--- src/rtl/anabellek_denetleyici_if.sv ---
// Cache-side and memory-side signal bundle of the main-memory controller.
// The controller connects through the slave modport; the cache/memory side uses master.
interface anabellek_denetleyici_if;
  logic         istek_i;
  logic         yaz_i;
  logic         oku_i;
  logic [31:0]  adres_i;
  logic [127:0] kirli_obek_i;
  logic         musait_o;
  logic         hazir_o;
  logic [127:0] obek_o;
  logic         bellek_istek_o;
  logic         bellek_yaz_o;
  logic [31:0]  bellek_adres_o;
  logic [31:0]  bellek_veri_o;
  logic         bellek_kabul_i;
  logic [31:0]  bellek_veri_i;

  modport slave (
    input  istek_i, yaz_i, oku_i, adres_i, kirli_obek_i, bellek_kabul_i, bellek_veri_i,
    output musait_o, hazir_o, obek_o, bellek_istek_o, bellek_yaz_o, bellek_adres_o, bellek_veri_o
  );

  modport master (
    output istek_i, yaz_i, oku_i, adres_i, kirli_obek_i, bellek_kabul_i, bellek_veri_i,
    input  musait_o, hazir_o, obek_o, bellek_istek_o, bellek_yaz_o, bellek_adres_o, bellek_veri_o
  );
endinterface

--- src/rtl/anabellek_denetleyici.sv ---
// Main-memory controller: turns 128-bit block refill/write-back requests into
// 4-beat bursts of 32-bit words on the memory request/accept bus.
module anabellek_denetleyici (
  input  logic                   clk_i,
  input  logic                   rst_i,
  anabellek_denetleyici_if.slave bus
);
  localparam int unsigned OBEK_BIT = 128;
  localparam int unsigned VERI_BIT = 32;

  typedef enum logic [1:0] {BOSTA, VURUS, TAMAM} durum_t;

  durum_t              durum_q, durum_d;
  logic [1:0]          k_q, k_d;
  logic [31:0]         taban_q, taban_d;
  logic                yon_q, yon_d;
  logic [OBEK_BIT-1:0] blok_q, blok_d;
  logic [OBEK_BIT-1:0] obek_q, obek_d;

  logic                istek_d, yaz_d, hazir_d, vurus_d;
  logic [31:0]         adres_d, veri_d;
  logic                musait, kabul_et;

  assign musait       = (durum_q == BOSTA) || (durum_q == TAMAM);
  assign kabul_et     = bus.istek_i && musait && (bus.yaz_i ^ bus.oku_i);
  assign bus.musait_o = musait;
  assign bus.obek_o   = obek_q;

  always_comb begin
    durum_d = durum_q;
    k_d     = k_q;
    taban_d = taban_q;
    yon_d   = yon_q;
    blok_d  = blok_q;
    obek_d  = obek_q;
    unique case (durum_q)
      BOSTA, TAMAM: begin
        durum_d = BOSTA;
        if (kabul_et) begin
          durum_d = VURUS;
          k_d     = '0;
          taban_d = {bus.adres_i[31:4], 4'h0};
          yon_d   = bus.yaz_i;
          blok_d  = bus.kirli_obek_i;
        end
      end
      VURUS: begin
        if (bus.bellek_kabul_i) begin
          if (!yon_q) obek_d[{k_q, 5'b0} +: VERI_BIT] = bus.bellek_veri_i;
          k_d = k_q + 2'd1;
          if (k_q == 2'd3) durum_d = TAMAM;
        end
      end
      default: durum_d = BOSTA;
    endcase

    // Bus outputs are registered from the next-state view so each beat
    // appears in the cycle right after acceptance or the previous kabul.
    vurus_d = (durum_d == VURUS);
    istek_d = vurus_d;
    yaz_d   = vurus_d && yon_d;
    adres_d = vurus_d ? (taban_d + {28'h0, k_d, 2'b00}) : '0;
    veri_d  = (vurus_d && yon_d) ? blok_d[{k_d, 5'b0} +: VERI_BIT] : '0;
    hazir_d = (durum_d == TAMAM);
  end

  always_ff @(posedge clk_i or negedge rst_i) begin
    if (!rst_i) begin
      durum_q            <= BOSTA;
      k_q                <= '0;
      taban_q            <= '0;
      yon_q              <= 1'b0;
      blok_q             <= '0;
      obek_q             <= '0;
      bus.hazir_o        <= 1'b0;
      bus.bellek_istek_o <= 1'b0;
      bus.bellek_yaz_o   <= 1'b0;
      bus.bellek_adres_o <= '0;
      bus.bellek_veri_o  <= '0;
    end else begin
      durum_q            <= durum_d;
      k_q                <= k_d;
      taban_q            <= taban_d;
      yon_q              <= yon_d;
      blok_q             <= blok_d;
      obek_q             <= obek_d;
      bus.hazir_o        <= hazir_d;
      bus.bellek_istek_o <= istek_d;
      bus.bellek_yaz_o   <= yaz_d;
      bus.bellek_adres_o <= adres_d;
      bus.bellek_veri_o  <= veri_d;
    end
  end
endmodule

--- src/flat_wrapper.sv ---
// flat-port wrapper written by rule: the top's interface ports become plain ports
module anabellek_denetleyici_flat 
  (clk_i, rst_i, bus_istek_i, bus_yaz_i, bus_oku_i, bus_adres_i, bus_kirli_obek_i, bus_bellek_kabul_i, bus_bellek_veri_i, bus_musait_o, bus_hazir_o, bus_obek_o, bus_bellek_istek_o, bus_bellek_yaz_o, bus_bellek_adres_o, bus_bellek_veri_o);
  anabellek_denetleyici_if bus_i ();
  input  logic clk_i;
  input  logic rst_i;
  input wire logic [$bits(bus_i.istek_i)-1:0] bus_istek_i;
  input wire logic [$bits(bus_i.yaz_i)-1:0] bus_yaz_i;
  input wire logic [$bits(bus_i.oku_i)-1:0] bus_oku_i;
  input wire logic [$bits(bus_i.adres_i)-1:0] bus_adres_i;
  input wire logic [$bits(bus_i.kirli_obek_i)-1:0] bus_kirli_obek_i;
  input wire logic [$bits(bus_i.bellek_kabul_i)-1:0] bus_bellek_kabul_i;
  input wire logic [$bits(bus_i.bellek_veri_i)-1:0] bus_bellek_veri_i;
  output wire logic [$bits(bus_i.musait_o)-1:0] bus_musait_o;
  output wire logic [$bits(bus_i.hazir_o)-1:0] bus_hazir_o;
  output wire logic [$bits(bus_i.obek_o)-1:0] bus_obek_o;
  output wire logic [$bits(bus_i.bellek_istek_o)-1:0] bus_bellek_istek_o;
  output wire logic [$bits(bus_i.bellek_yaz_o)-1:0] bus_bellek_yaz_o;
  output wire logic [$bits(bus_i.bellek_adres_o)-1:0] bus_bellek_adres_o;
  output wire logic [$bits(bus_i.bellek_veri_o)-1:0] bus_bellek_veri_o;
  assign bus_i.istek_i = bus_istek_i;
  assign bus_i.yaz_i = bus_yaz_i;
  assign bus_i.oku_i = bus_oku_i;
  assign bus_i.adres_i = bus_adres_i;
  assign bus_i.kirli_obek_i = bus_kirli_obek_i;
  assign bus_i.bellek_kabul_i = bus_bellek_kabul_i;
  assign bus_i.bellek_veri_i = bus_bellek_veri_i;
  assign bus_musait_o = bus_i.musait_o;
  assign bus_hazir_o = bus_i.hazir_o;
  assign bus_obek_o = bus_i.obek_o;
  assign bus_bellek_istek_o = bus_i.bellek_istek_o;
  assign bus_bellek_yaz_o = bus_i.bellek_yaz_o;
  assign bus_bellek_adres_o = bus_i.bellek_adres_o;
  assign bus_bellek_veri_o = bus_i.bellek_veri_o;
  anabellek_denetleyici u_core (.clk_i(clk_i), .rst_i(rst_i), .bus(bus_i));
endmodule
--- config.mk ---
export PLATFORM = sky130hd
export DESIGN_NAME = anabellek_denetleyici_flat
export DESIGN_NICKNAME = d
export VERILOG_FILES = /design/src/rtl/anabellek_denetleyici_if.sv /design/src/rtl/anabellek_denetleyici.sv /design/src/flat_wrapper.sv
export SDC_FILE = /design/constraint.sdc
export NUM_CORES = 1
export LEC_CHECK = 0
export ABC_AREA = 1
export BUFFER_PORTS_ARGS = -buffer_cell sky130_fd_sc_hd__buf_2
export CAP_MARGIN = 25
export CORE_MARGIN = 3
export CORE_UTILIZATION = 50
export CTS_BUF_LIST = sky130_fd_sc_hd__clkbuf_4 sky130_fd_sc_hd__clkbuf_8
export DETAILED_ROUTE_END_ITERATION = 8
export GPL_ROUTABILITY_DRIVEN = 0
export PLACE_DENSITY = 0.75
export SLEW_MARGIN = 20
export SYNTH_ARGS = -nofsm -noshare
export SYNTH_HDL_FRONTEND = slang
export SYNTH_SLANG_ARGS = --single-unit
--- constraint.sdc ---
create_clock -name clk_i -period 3.4 [get_ports clk_i]
set_input_delay 0.51 -clock clk_i [delete_from_list [all_inputs] [get_ports clk_i]]
set_output_delay 0.51 -clock clk_i [all_outputs]
set_load 0.005 [all_outputs]
==> key figures, run 1 <==
GRT
  – First-pass GRT wire length: 74400 um
  – Total GRT Usage: 26.9%
  – Initial antenna violation count: 10
  – Largest net degree at the start of global routing: 99
  – Vias in the first global route: 14300
  – Grt total ovfl: 0

STA
  – Slew Limit Headroom: 36.0%
  – Final setup violation count: 0
  – Minimum clock period: 2.80 ns
  – Worst-Margin Slew: 0.960 ns
  – Final worst-path cycle share: 82.4%
  – Final Hold Vio Count: 0
  – FMAX: 357 MHz
  – Pins Over Slew Limit: 0
  – Setup TNS: 0 ns
  – RSZ-0062 raised after global routing: no
  – Max Clock Skew: 0.0161 ns

Route
  – DR vias: 14500
  – Drt drc: 0
  – DRT antenna net count: 0
  – Average wire per standard cell: 17.8 um
  – DR iter-0 viols: 1145
  – DR vias/cell: 5.39
  – Post-Route WL: 47800 um
  – TritonRoute pass-1 iters: 5

Pwr
  – Pwr dens: 925 nW/um^2
  – VDD IR max: 520 uV
  – Pwr Total: 18.2 mW
  – Leakage power: 11.0 nW

Status
  – Status: complete, no violations

Finish
  – Final core occ: 62.2%
  – Design Area, Final: 19700 um^2
  – Share of cells above drive strength 1: 27.6%
  – Fill count: 2771
  – Final nets: 2445
  – Synth-to-layout area growth: 22.0%
  – FF/Latch Area: 9010 um^2
  – Area taken by multi-input logic gates: 5930 um^2

Worst setup path
  – Buf+Inv Stages, Crit Path: 5
  – Worst EP required: 3.87 ns
  – Worst EP arrival: 3.27 ns
  – Startpoint Class: flop
  – Slowest CP cell: fa_1
  – Crit Path Max Fanout: 18
  – Critical Path Max Stage Delay: 0.46 ns
  – Crit path capture type: flop
  – Most frequent CP cell: nand2_1
  – Cell Chain, Critical Path: inv_1 -> ha_1 -> o211ai_4 -> inv_1 -> buf_4 -> fa_1 -> inv_1 -> nor2_4 -> nand2_2 -> inv_2 -> nand2_1 -> nor2_1 -> nand2_1 -> nand2_1 -> nand2_1 -> nor2_1
  – Critical path class: flop to flop
  – Family with the most delay on the worst path: adder cells

Synthesis
  – Syn Area/Cell: 8.61 um^2
  – Adder-cell share of the synthesized area: 0.745%
  – Synth warn: 0
  – Synth unique cells: 29
  – Post-Syn Area: 16100 um^2
  – Post-synthesis xor/xnor area fraction: 0.163%
  – Mux cell area share after synthesis: 0.931%
  – Syn Nets: 2081
  – Main combinational cell family by area after synthesis: simple AND/OR/NAND/NOR gates
  – Post-synth top area share: 55.9%
  – Simple-Gate Fraction of Synth Area: 22.9%
  – Yosys top cell by area: dfrtp_1
  – Largest cells by area after synthesis: dfrtp_1 56%, nand2_1 10%, o21ai_0 7.4%, inv_1 4.0%, nand4_1 3.8%
  – Register area share after synthesis: 55.9%
  – Synth Register Bits: 360
  – Gate Count Post-Synth: 1874
  – Compound-Gate Fraction of Synth Area: 11.8%

Run
  – Max-cap viol count: 0

Clocking
  – CTS tree: done
  – # H-tree levels: 2
  – Clock sink count: 360
  – Cts bufs inserted: 58
  – CTS clk-pin slew, worst paths: 0.06 ns
  – Post-CTS Setup Inserts: 0
  – Worst-skew pair later-pin latency: 0.59 ns
  – CTS root buf: clkbuf_8
  – Clock Tree Buf Depth: 3

Die
  – Die width: 186 um
  – IO Pins: 394
  – Die Y-Extent: 186 um
  – Initial core utilization: 51.0%
  – Core footprint: 31600 um^2
  – Site Rows: 65
  – Die area: 34400 um^2

Placement
  – IO Port Bufs: 389
  – Placed Area: 18400 um^2
  – Dpl hpwl: 32000 um

Worst hold path
  – Min-Delay Path Class: input pin to flop
## sequential cells by signal (all words and copies together), names as in the netlist
| name | cells |
|---|---|
| u_core.taban_q | 32 |
| u_core.bus.obek_o | 128 |
| u_core.bus.hazir_o | 1 |
| u_core.yon_q | 1 |
| u_core.k_q | 2 |
| u_core.bus.bellek_veri_o | 32 |
| u_core.bus.bellek_adres_o | 32 |
| u_core.durum_q | 2 |
| u_core.bus.bellek_istek_o | 1 |
| u_core.bus.bellek_yaz_o | 1 |
| u_core.blok_q | 128 |
## cell usage after synthesis, drive strengths merged
library cell	n
ha	8
a21oi	76
nand2	460
o21a	18
o211ai	16
or2	67
nand4	99
fa	1
nor2	110
buf	44
dfrtp	360
xor2	3
nand3b	1
mux2i	15
clkbuf	82
o21ai	252
inv	177
a21o	1
nand3	84
## metrics by stage
stage               setup WS (ns)  std cells  hold slack, ns
global route                0.432       2687           0.119
finish                      0.599       2689           0.153
detailed placement          0.516       2579           0.448
CTS                         0.602       2683           0.110
global placement            0.611       2578           0.443
floorplan                   0.579       1874           0.214
## worst paths after layout
path	to	slack, ns	from	cells past startpoint
max reg2reg	u_core.bus.bellek_adres_o[18]	0.60	u_core.k_q[0]	16
min reg2reg	u_core.blok_q[114]	0.47	u_core.blok_q[114]	2
max in group asynchronous	u_core.bus.bellek_adres_o[22]	1.89	rst_i	3
min in group asynchronous	u_core.bus.obek_o[13]	0.58	rst_i	2
max	u_core.bus.bellek_adres_o[18]	0.60	u_core.k_q[0]	16
min	u_core.blok_q[60]	0.15	bus_kirli_obek_i[60]	3
## area by class of cell
type,instances,share of cell area (%)
tap,402,2.56
inverter,177,3.38
antenna,6,0.0763
timing repair buffer,430,11.9
multi-input combinational,1211,30.1
clock buffer,91,5.70
clock inverter,12,0.445
sequential,360,45.8
## cells in the final DEF (no fill, tap or decap), types with 2 or more instances in the layout
cell      count
nand2_1     451
buf_2       388
dfrtp_1     359
o21ai_0     237
inv_1       172
nand4_1      99
nor2_1       97
nand3_1      81
a21oi_1      76
clkbuf_8     70
or2_2        65
buf_4        34
clkbuf_4     21
o21a_1       18
mux2i_1      15
o21ai_1      15
o211ai_1     15
clkinv_2     11
nand2_2       9
nor2_2        8
ha_1          8
diode_2       6
nor2_4        5
buf_12        5
inv_2         4
xor2_1        3
nand3_2       2
## kinds of logic (layout without fill, tap and decap cells)
family,Yosys count,after routing
compound gates,363,363
xor+xnor,3,3
fa+ha+maj,9,9
buf+inv,303,710
flops,360,360
mux,15,15
other cells,0,6
simple gates,821,821
## power by group
group	leakage (nW)	total, mW	switching (mW)	internal [mW]
registers	4.60	6.83	0.691	6.14
clock network	0.653	3.84	1.68	2.16
logic	5.78	7.53	5.01	2.53
## tightest hold or removal path, delay by kind of cell
kind          cells  cell delay (ns)
simple gates      2             0.10
buf+inv           1             0.07
## what timing repair did
action | in CTS | in global routing
resized for setup | 0 | 0
hold buffers | 1 | 0
setup endpoints to repair | 0 | 0
endpoints found under the hold margin | 83 | 0
## per-layer routing
metal | share of wire (%) | track usage (%) | vias up
met5 | 0.17 | 0 | -
met4 | 2.5 | 8.16 | 12
met3 | 8.7 | 6.57 | 106
met2 | 48 | 45.0 | 621
met1 | 41 | 35.1 | 6911
li1 | - | - | 6836
Power figures use the tool's default switching activity.
==> inputs of run 2 (changes only) <==
- ABC_AREA: 1 -> 0
- PLACE_DENSITY: 0.75 -> 0.79
- clock period: 3.4 -> 2.4 ns (I/O delays scaled with it)
==> run 2 against run 1 <==
Clock power rose by 58%. Register-to-register slack worse by 0.60 ns. Critical path type unchanged. The flow now finishes with violations (setup timing). Largest power group is now registers. Core utilization up 7.5 points.
==> key figures, run 2 <==
STA
  – Setup WS post-layout: -0.00150 ns
  – RSZ-0062 raised after global routing: yes
  – Minimum clock period: 2.40 ns
  – Final worst-path cycle share: 100%
  – Worst-Margin Slew: 0.797 ns
  – Hold Slack: 0.0346 ns
  – Final setup violation count: 1
  – FMAX: 416 MHz
  – Slew Limit Headroom: 46.9%
  – Pins Over Slew Limit: 0
  – Max Clock Skew: 0.0227 ns
  – Final Hold Vio Count: 0

Synthesis
  – Synth Register Bits: 360
  – EDFF count, synth: 0
  – Syn Area/Cell: 9.52 um^2
  – Synth top cells by count: 634 x nand2_1, 360 x dfrtp_1, 142 x o21ai_0, 82 x clkbuf_1, 59 x mux2_2
  – Most common cell in the netlist: nand2_1
  – Syn Nets: 1822
  – Post-Syn Area: 15400 um^2
  – Synth warn: 0
  – Register area share after synthesis: 58.6%
  – Largest cells by area after synthesis: dfrtp_1 59%, nand2_1 15%, o21ai_0 4.6%, mux2_2 4.3%, o211a_1 2.1%
  – Synth unique cells: 54
  – Gate Count Post-Synth: 1615
  – Post-synth top area share: 58.6%
  – Top_reg_cell synth: dfrtp_1
  – Yosys top cell by area: dfrtp_1
  – FFs w/ async S/R, synth: 100%

Worst setup path
  – Buf+Inv Stages, Crit Path: 1
  – Critical path class: flop to flop
  – Crit Path Max Fanout: 4
  – Startpoint Class: flop
  – Slowest CP cell: or4_4
  – Worst EP arrival: 2.92 ns
  – Critical Path Max Stage Delay: 0.51 ns
  – Worst EP required: 2.92 ns
  – Most frequent CP cell: a21oi_2
  – Cell Chain, Critical Path: nand3b_1 -> buf_6 -> mux2i_4 -> nor2_4 -> ha_4 -> a21oi_2 -> a221o_1 -> or4_4 -> a21oi_2
  – Crit path capture type: flop
  – Family with the most delay on the worst path: simple AND/OR/NAND/NOR gates

GRT
  – First-pass GRT wire length: 80300 um
  – Largest net degree at the start of global routing: 89
  – Grt total ovfl: 0
  – Initial antenna violation count: 2
  – Total GRT Usage: 30.1%
  – Vias in the first global route: 15100

Route
  – Drt drc: 0
  – Average wire per standard cell: 19.6 um
  – DRT antenna net count: 0
  – DR vias: 14500
  – DR vias/cell: 5.62
  – DR iter-0 viols: 1116
  – TritonRoute pass-1 iters: 5
  – Post-Route WL: 50700 um

Clocking
  – Clock sink count: 360
  – CTS clk-pin slew, worst paths: 0.06 ns
  – Cts bufs inserted: 60
  – Clock Tree Buf Depth: 3
  – CTS root buf: clkbuf_8
  – Worst-skew pair later-pin latency: 0.60 ns
  – # H-tree levels: 2
  – CTS tree: done

Die
  – Site Rows: 63
  – Die area: 32900 um^2
  – Die Y-Extent: 181 um
  – Die width: 181 um
  – Core footprint: 30000 um^2
  – IO Pins: 394
  – Initial core utilization: 51.3%

Pwr
  – Pwr dens: 1210 nW/um^2
  – VDD IR max: 1010 uV
  – Leakage power: 10.7 nW

Finish
  – Share of cells above drive strength 1: 30.7%
  – Leading cell type in the layout, fill and taps excluded: nand2_1
  – Fill count: 2154
  – Synth-to-layout area growth: 35.8%
  – Most frequent cells in the layout: 629 x nand2_1, 388 x buf_2, 360 x dfrtp_1
  – Final nets: 2359

Status
  – Status: finished with violations
  – Failing checks: setup timing

Run
  – Max-cap viol count: 0

Worst hold path
  – Min-Delay Path Class: input pin to flop

Placement
  – Dpl hpwl: 31000 um
  – DP Worst Slack: -0.190 ns
  – IO Port Bufs: 389
## run 2: cell types whose count changed after synthesis, moves of 15 or more
cell / before / now
nand2_1: 451 / 634
nand3_1: 81 / 16
nor2_1: 103 / 11
or2_2: 65 / 3
buf_2: 36 / 12
nand4_1: 99 / 9
or3_1: 0 / 33
a21oi_1: 76 / 48
o211a_1: 0 / 32
o21a_1: 18 / 33
o21ai_0: 237 / 142
inv_1: 172 / 10
mux2_2: 0 / 59
## run 2: timing repair
action                                  4_1_cts  5_1_grt
buffers inserted                              0        2
gates resized for setup                       6       13
pin swaps                                     4        4
endpoints found under the hold margin       165        2
endpoints found under the setup margin        4       15
cloned                                        0        1
hold buffers                                111        2
## run 2: per-layer routing
metal / up-vias / global-route usage (%) / share of wire (%)
li1: 6468 / - / -
met4: 0 / 13.5 / 4.6
met3: 206 / 7.11 / 9.5
met1: 6957 / 37.5 / 37
met2: 915 / 50.0 / 48
met5: - / 0 / 0
## run 2: kinds of logic (layout without fill, tap and decap cells)
kind of cell / after synthesis / after routing / synth area share [%]
AO/OA/AOI/OAI: 294 / 294 / 11.9
flip-flops: 360 / 360 / 58.6
buffers and inverters: 112 / 694 / 2.86
XOR/XNOR: 6 / 6 / 0.342
AND/OR/NAND/NOR: 769 / 769 / 20.8
other: 0 / 2 / 0
multiplexers: 65 / 65 / 4.71
adder cells (fa/ha/maj): 9 / 9 / 0.781
## run 2: per-stage QoR
step / TNS (ns) / area (um^2) / power (mW) / instances / util (%)
after CTS: -0.0272 / 20800 / 24.8 / 2582 / 69.3
after detailed placement: -1.07 / 18200 / 18.5 / 2365 / 60.9
final: -0.00150 / 20900 / 25.2 / 2589 / 69.7
after global placement: -0.552 / 18200 / 18.1 / 2365 / 60.9
after global routing: -0.463 / 20900 / 26.7 / 2589 / 69.7
after floorplan: -1.45 / 15600 / 14.9 / 1615 / -
## run 2: worst paths after layout
| check | depth (start not counted) | slack (ns) | end | startpoint |
|---|---|---|---|---|
| setup reg to reg | 9 | -0.001 | u_core.bus.bellek_adres_o[25] | u_core.durum_q[1] |
| max in group asynchronous | 4 | 1.22 | u_core.blok_q[57] | rst_i |
| hold / removal | 2 | 0.03 | u_core.blok_q[3] | bus_kirli_obek_i[3] |
| setup / recovery | 9 | -0.001 | u_core.bus.bellek_adres_o[25] | u_core.durum_q[1] |
| hold reg to reg | 2 | 0.47 | u_core.blok_q[66] | u_core.blok_q[66] |
| min in group asynchronous | 2 | 0.33 | u_core.bus.obek_o[120] | rst_i |
## run 2: layout make-up
| type | instances | area [um^2] | area share [%] |
|---|---|---|---|
| Clock buffer | 98 | 1220 | 5.83 |
| Tap cell | 390 | 488 | 2.34 |
| Timing Repair Buffer | 577 | 3790 | 18.2 |
| Inverter | 10 | 40.0 | 0.192 |
| Clock inverter | 9 | 153 | 0.731 |
| Sequential cell | 360 | 9010 | 43.1 |
| Multi-Input combinational cell | 1143 | 6180 | 29.6 |
| Antenna cell | 2 | 5.00 | 0.0240 |
## run 2: power breakdown
| group | internal, mW | total (mW) | leakage (nW) | switching [mW] |
|---|---|---|---|---|
| logic | 3.92 | 9.47 | 5.30 | 5.54 |
| registers | 8.40 | 9.63 | 4.67 | 1.24 |
| clock network | 3.61 | 6.08 | 0.715 | 2.47 |
| total | 15.9 | 25.2 | 10.7 | 9.25 |
## run 2: worst reg2reg max path: cells and delay by family (launching register included)
kind | cells | cell delay [ns]
AND/OR/NAND/NOR | 3 | 0.81
adder cells (fa/ha/maj) | 1 | 0.27
multiplexers | 1 | 0.20
buffers and inverters | 1 | 0.16
AO/OA/AOI/OAI | 3 | 0.52
flip-flops | 1 | 0.37
